===== config.mk =====
export PLATFORM = sky130hd
export DESIGN_NAME = escape_tx
export DESIGN_NICKNAME = d
export VERILOG_FILES = /design/src/rtl/escape_pkg.sv /design/src/rtl/escape_bit_timer.sv /design/src/rtl/escape_tx.sv
export SDC_FILE = /design/constraint.sdc
export NUM_CORES = 1
export LEC_CHECK = 0
export ABC_AREA = 1
export BUFFER_PORTS_ARGS = -buffer_cell sky130_fd_sc_hd__clkbuf_2
export CAP_MARGIN = 10
export CORE_MARGIN = 2
export CORE_UTILIZATION = 40
export CTS_CLUSTER_DIAMETER = 120
export DETAILED_ROUTE_END_ITERATION = 16
export GPL_TIMING_DRIVEN = 0
export MAX_ROUTING_LAYER = met4
export SKIP_LAST_GASP = 1
export SYNTH_ARGS = -nofsm -noshare
export SYNTH_HDL_FRONTEND = slang
export SYNTH_SLANG_ARGS = --single-unit

===== constraint.sdc =====
create_clock -name clk -period 1.8 [get_ports clk]
set_input_delay 0.18 -clock clk [delete_from_list [all_inputs] [get_ports clk]]
set_output_delay 0.18 -clock clk [all_outputs]
set_load 0.02 [all_outputs]

===== src/rtl/escape_pkg.sv =====
// Shared types and helpers for the escape_tx serial frame transmitter.
package escape_pkg;

  typedef enum logic [2:0] {IDLE, START, DATA, PARITY, STOP} tx_state_e;

  // Total clk cycles from the first start-bit cycle to the last stop-bit cycle.
  function automatic int frame_len(input int width, input int clks_per_bit,
                                   input int parity_en);
    return (2 + width + parity_en) * clks_per_bit;
  endfunction

endpackage


===== src/rtl/escape_bit_timer.sv =====
// Phase counter that divides clk into serial bit periods; clear holds it at phase 0.
module escape_bit_timer #(
  parameter int CLKS_PER_BIT = 4
) (
  input  logic clk,
  input  logic reset,
  input  logic clear,
  output logic bit_tick,
  output logic mid_tick,
  output logic pre_tick
);

  localparam int PW = $clog2(CLKS_PER_BIT);
  localparam logic [PW-1:0] LAST_PH = PW'(CLKS_PER_BIT - 1);
  localparam logic [PW-1:0] MID_PH  = PW'(CLKS_PER_BIT / 2);
  localparam logic [PW-1:0] PRE_PH  = PW'(CLKS_PER_BIT - 2);

  logic [PW-1:0] phase_q, phase_d;

  assign bit_tick = (phase_q == LAST_PH);
  assign mid_tick = (phase_q == MID_PH);
  // Marks the cycle before bit_tick so the owner can register outputs for it.
  assign pre_tick = (phase_q == PRE_PH);

  always_comb begin
    phase_d = phase_q + 1'b1;
    if (clear || bit_tick) phase_d = '0;
  end

  always_ff @(posedge clk) begin
    if (reset) phase_q <= '0;
    else       phase_q <= phase_d;
  end

endmodule


===== src/rtl/escape_tx.sv =====
// Serial frame transmitter: start bit, WIDTH data bits LSB first, optional even
// parity, stop bit; samples the leaf's returned flags mid-stop-bit.
module escape_tx
  import escape_pkg::*;
#(
  parameter int WIDTH        = 8,
  parameter int CLKS_PER_BIT = 4,
  parameter int PARITY_EN    = 1
) (
  input  logic             clk,
  input  logic             reset,
  input  logic             in_valid,
  output logic             in_ready,
  input  logic [WIDTH-1:0] in_data,
  output logic             ser_out,
  input  logic             ret_o10,
  input  logic             ret_o2,
  output logic             busy,
  output logic             stat_valid,
  output logic             stat_o10,
  output logic             stat_o2
);

  localparam int BW = $clog2(WIDTH + 1);
  localparam logic [BW-1:0] LAST_BIT = BW'(WIDTH - 1);
  // With two clks per bit the sample phase is the final stop cycle itself.
  localparam bit MID_IS_LAST = (CLKS_PER_BIT / 2 == CLKS_PER_BIT - 1);

  tx_state_e        state_q, state_d;
  logic [WIDTH-1:0] shreg_q, shreg_d;
  logic [BW-1:0]    bit_cnt_q, bit_cnt_d;
  logic             par_q, par_d;
  logic [1:0]       sample_q, sample_d;
  logic [1:0]       stat_q, stat_d;
  logic             stat_valid_q, stat_valid_d;
  logic             ser_out_q, ser_out_d;
  logic             in_ready_q, in_ready_d;
  logic             busy_q, busy_d;
  logic             bit_tick, mid_tick, pre_tick;

  escape_bit_timer #(.CLKS_PER_BIT(CLKS_PER_BIT)) u_timer (
    .clk      (clk),
    .reset    (reset),
    .clear    (state_q == IDLE),
    .bit_tick (bit_tick),
    .mid_tick (mid_tick),
    .pre_tick (pre_tick)
  );

  always_comb begin
    // NOTE: every variable gets a default first so no path leaves it unassigned (no latch).
    state_d      = state_q;
    shreg_d      = shreg_q;
    bit_cnt_d    = bit_cnt_q;
    par_d        = par_q;
    sample_d     = sample_q;
    stat_d       = stat_q;
    stat_valid_d = 1'b0;

    case (state_q)
      IDLE: begin
        if (in_valid && in_ready_q) begin
          shreg_d   = in_data;
          par_d     = ^in_data;
          bit_cnt_d = '0;
          state_d   = START;
        end
      end
      START: begin
        if (bit_tick) state_d = DATA;
      end
      DATA: begin
        if (bit_tick) begin
          shreg_d = shreg_q >> 1;
          if (bit_cnt_q == LAST_BIT) begin
            bit_cnt_d = '0;
            state_d   = (PARITY_EN != 0) ? PARITY : STOP;
          end else begin
            bit_cnt_d = bit_cnt_q + 1'b1;
          end
        end
      end
      PARITY: begin
        if (bit_tick) state_d = STOP;
      end
      STOP: begin
        if (mid_tick) sample_d = {ret_o10, ret_o2};
        // Status registers are loaded one cycle early so they appear with the last stop cycle.
        if (pre_tick) begin
          stat_valid_d = 1'b1;
          if (!MID_IS_LAST) stat_d = mid_tick ? {ret_o10, ret_o2} : sample_q;
        end
        if (bit_tick) begin
          state_d = IDLE;
          if (MID_IS_LAST) stat_d = {ret_o10, ret_o2};
        end
      end
      default: state_d = IDLE;
    endcase

    case (state_d)
      START:   ser_out_d = 1'b0;
      DATA:    ser_out_d = shreg_d[0];
      PARITY:  ser_out_d = par_d;
      default: ser_out_d = 1'b1;
    endcase
    in_ready_d = (state_d == IDLE);
    busy_d     = (state_d != IDLE);
  end

  always_ff @(posedge clk) begin
    // NOTE: sequential state uses <= so every flop samples pre-edge values.
    if (reset) begin
      state_q      <= IDLE;
      shreg_q      <= '0;
      bit_cnt_q    <= '0;
      par_q        <= 1'b0;
      sample_q     <= '0;
      stat_q       <= '0;
      stat_valid_q <= 1'b0;
      ser_out_q    <= 1'b1;
      in_ready_q   <= 1'b1;
      busy_q       <= 1'b0;
    end else begin
      state_q      <= state_d;
      shreg_q      <= shreg_d;
      bit_cnt_q    <= bit_cnt_d;
      par_q        <= par_d;
      sample_q     <= sample_d;
      stat_q       <= stat_d;
      stat_valid_q <= stat_valid_d;
      ser_out_q    <= ser_out_d;
      in_ready_q   <= in_ready_d;
      busy_q       <= busy_d;
    end
  end

  assign ser_out    = ser_out_q;
  assign in_ready   = in_ready_q;
  assign busy       = busy_q;
  assign stat_valid = stat_valid_q;
  // When sampling coincides with the pulse cycle, the live flags are forwarded.
  assign stat_o10   = (MID_IS_LAST && stat_valid_q) ? ret_o10 : stat_q[1];
  assign stat_o2    = (MID_IS_LAST && stat_valid_q) ? ret_o2  : stat_q[0];

endmodule

# Yosys cells after proc, flatten, opt, wreduce, memory -nomap -nowiden
# Cells that the tools add are included.
# totals
output_inout_bits	6
elab_cells	55
register_bits	24
# op_classes
n_reduce_logical	11
bitwise	1
add_sub_neg	2
mux	18
eq_ne	12
# ops
op	n
$mux 3	6
$mux 8	2
$pmux 8 s2	1
$pmux 3 s5	1
$eq 3x2->1 const B	4
$mux 4	3
$pmux 4 s2	1
$reduce_xor 8->1	1
$eq 3x1->1 const B	2
$logic_not 3->1	2
$add 4x1->4 const B	1
$eq 2x2->1 const B	2
$eq 4x3->1 const B	1
$reduce_or 2->1	2
$eq 3x3->1 const B	1
$mux 1	3
$pmux 1 s3	1
$reduce_and 3->1	1
$reduce_bool 3->1	1
$add 2x1->2 const B	1
$ne 2x1->1 const B	1
$ne 2x2->1 const B	1
$reduce_and 2->1	1
$reduce_bool 2->1	1
other kinds (3)	3

# Longest topological paths before layout
# logic_depth
word_depth	6
mapped_depth	9

# By module
# A second synthesis with hierarchy kept.
# unflattened
cells_unflattened	201
area_unflattened_um2	1375.1
# by_module_without_submodules
module	instances	seq_area_each_um2	area_per_inst_um2	cells_per_inst
escape_tx	1	480.5	1280.0	190
escape_bit_timer	1	40.0	95.1	11

# Worst setup path before layout
# OpenSTA, ideal clock, no wires.
# synth_timing
path_kind	reg2reg
from	register u_timer.phase_q[0]
to	register ser_out_q (netlist: ser_out)
arrival_ps	1126
required_time_ps	1679
path_stages_with_launch	8
setup_time_ps	121
setup_slack_ps	553
period_less_slack_ps	1247
path_buffers	0
path_cell_list	dfxtp_1 > ha_1 > nand2_1 > o21ai_0 > a21oi_1 > inv_1 > a21oi_1 > nand3_1
# synth_via
elab_chain_cells	5
elab_cells_between_ends	12
# synth_rtl
element	line	text
start: declaration	escape_bit_timer.sv:18	logic [PW-1:0] phase_q, phase_d;
start signal: assignment	escape_bit_timer.sv:32	else phase_q <= phase_d;
$eq 2x2->1 (*)	escape_bit_timer.sv:20	assign bit_tick = (phase_q == LAST_PH);
$mux 3 (on tied branches)	n/a	
$pmux 3 s5	escape_tx.sv:60	case (state_q)
$eq 3x2->1 / $eq 3x1->1 (equally long branches)	escape_tx.sv:101	case (state_d)
$pmux 1 s3 (*)	escape_tx.sv:101	
end signal: assignment	escape_tx.sv:132	ser_out_q <= ser_out_d;
end: declaration	escape_tx.sv:36	logic ser_out_q, ser_out_d;
# Mark *: on every way between the ends. The rest lies on a longest branch, timed or not. The select of a mux whose other input is x is not followed.
# A chain may end at the register's enable or synchronous reset.

# Worst setup path in the final report
# Same ends and word-level chain as after synthesis.

==> summary.txt <==
grt total ovfl = 0
final worst-path cycle share = 76.53%
WL/cell = 9.537 um
CP max-delay cell = dfxtp_1
syn_area_per_cell = 6.746 um2
vias post-DR = 1,197
clock buffer depth = 2
GR Layer Usage met1 = 18.90%
hold violation count in the final report = 0
min-delay worst type = in -> reg
detailed placer's ending HPWL = 1959 um
setup TNS = 0 ns
CP most frequent cell = nand3_1
CTS buffer count = 3
met3 Use GR = 1.919%
first-pass GRT wire length = 4374 um
width of the die = 60.46 um
vias per inst = 4.694
CTS root buf = clkbuf_4
maximum clock frequency = 0.7259 GHz
GR peak layer = met2
io pins = 19
Detail Route Antenna Nets = 0
IO Port Bufs = 18
Critical Path RT = 2.01 ns
Pleak = 0.7365 nW
worst-margin pin slew = 0.4640 ns
Final Max Slew Viols = 0
met2 GRT Util = 27.33%
GRT Total Usage = 16.07%
synth warn = 0
Clk Latency, worst-skew pair = 0.31 ns
maximum capacitance violations = 0
Net Count, Synth = 205
Mapped Cells = 189
setup bufs post-CTS = 0
Pre-antenna DRT Iters = 4
area of the mapped netlist = 0.001275 mm2
clk sink count = 24
RSZ-0062 raised after global routing = no
Std-Cell Rows = 20
Layout Nets = 228
Layout fillers = 338
part of the Yosys area used for sequential elements = 37.68%
most frequent cells in the layout = 55 x nand2_1, 26 x nor2_1, 24 x inv_1, 24 x dfxtp_1, 18 x clkbuf_2
Worst Path Arrival = 1.59 ns
Starting Density = 41.76%
clk slew on worst S/H paths = 0.13 ns
CTS tree = built
crit start category = register
routability congestion estimate from global placement = 0.7537
Final setup viols = 0
DRC viols = 0
Worst slew margin = 69.07%
slowest cell delay on critical path = 0.37 ns
most common cell after layout, fill and taps aside = nand2_1
Area Growth Syn to Fin = 15.51%
layout cells sized above 1 = 17.54%
CTS Hold Bufs = 0
Seq cells post-synth = 24
Routed WL = 2432 um
Tmin final = 1.378 ns
Crit Path Class = reg -> reg
Die Area = 0.003655 mm2
Max rail drop VDD = 0.4649 mV
1st-iter DRT viols = 49
vias in the first global route = 1,083
crit path cell chain = ha_1 -> nand2_1 -> o21ai_0 -> a21oi_1 -> inv_1 -> nor2_1 -> nand3_1 -> nand3_1
worst-path fanout max = 4
status = finished clean
H-tree Lvls = 1
# resized after CTS = 0
Setup Skew = 0.009895 ns
pin count of the biggest net entering global routing = 15
pwr dens = 796.6 mW/mm2
CORE AREA = 0.003053 mm2
initial antenna violation count = 0
Antenna Cells = 0
crit end category = register
Final Util = 48.24%
Die Y = 60.46 um
Distinct cells, synth = 24
## routing by layer
layer | wire, um | part of all wire (%) | up-vias
li1 | - | - | 642
met1 | 1170 | 48 | 534
met2 | 1151 | 47 | 17
met3 | 66 | 2.7 | 4
met4 | 44 | 1.8 | 0
met5 | 0 | 0 | -
## area by class of cell
| class | count | area, um2 | share of cell area, % |
|---|---|---|---|
| clock buffers | 3 | 22.52 | 1.529 |
| inverters | 26 | 100.1 | 6.797 |
| clock inverters | 1 | 30.03 | 2.039 |
| plain buffers | 3 | 26.28 | 1.784 |
| repair buffers | 18 | 90.09 | 6.117 |
| multi-input cells | 136 | 668.1 | 45.37 |
| flip-flops and latches | 24 | 480.5 | 32.63 |
| well taps | 44 | 55.05 | 3.738 |
## logic make-up after synthesis
group / synth area share (%)
buf+inv: 9.912
compound gates: 11.97
xor+xnor: 1.374
flops: 37.68
fa+ha+maj: 2.944
simple gates: 36.11
## flip-flops by register name, summed over array words and instances, names as in the netlist
register         flops
par_q                1
u_timer.phase_q      2
ser_out              1
bit_cnt_q            4
stat_valid           1
in_ready             1
state_q              3
busy                 1
shreg_q              8
stat_q               2
## critical path, delay by kind of cell (launching register included)
kind	cells	cell delay (ns)
AND/OR/NAND/NOR	4	0.28
adder cells (fa/ha/maj)	1	0.23
flip-flops	1	0.37
buffers and inverters	1	0.11
AO/OA/AOI/OAI	2	0.30
## synth_stat cells
master,number,area [um2]
or2_1,1,6.260
xnor2_1,2,17.52
nor3b_2,1,12.51
nand2_2,2,12.51
nor2_1,26,97.59
a21oi_2,1,8.760
nand2_1,55,206.5
buf_6,2,22.52
inv_4,1,6.260
nor3_2,1,10.01
ha_1,3,37.54
clkbuf_1,1,3.750
nor2_2,2,12.51
nor3_1,1,5.000
nand3_2,2,20.02
a31oi_1,1,6.260
dfxtp_1,24,480.5
o21ai_0,8,40.04
a21oi_1,12,60.06
nor2_4,2,22.52
inv_1,24,90.09
a22oi_1,5,37.54
inv_2,1,3.750
nand3_1,11,55.05
## power breakdown
part | internal (mW) | switching (mW) | total [mW]
combinational | 0.0857 | 0.132 | 0.217
clock | 0.225 | 0.150 | 0.375
sequential | 0.563 | 0.0173 | 0.581
total | 0.874 | 0.299 | 1.17
## through the flow
step | instance area, um2 | setup slack, ns | std cells | hold slack, ns | power (mW)
detailed placement | 1420 | 0.4374 | 251 | 0.4366 | 0.8124
finish | 1473 | 0.4225 | 255 | 0.1197 | 1.173
floorplan | 1275 | 0.5532 | 189 | 0.2491 | 0.7481
CTS | 1473 | 0.4172 | 255 | 0.1100 | 1.194
global route | 1473 | 0.2554 | 255 | 0.1234 | 1.247
global placement | 1420 | 0.4419 | 251 | 0.4298 | 0.8048
## final timing paths
kind / from / end / slack [ns] / cells past startpoint
max reg2reg: u_timer.phase_q[0] / ser_out / 0.42 / 8
max: u_timer.phase_q[0] / ser_out / 0.42 / 8
min reg2reg: u_timer.phase_q[0] / u_timer.phase_q[0] / 0.45 / 1
min: reset / shreg_q[1] / 0.12 / 2
Power figures use the tool's default switching activity.
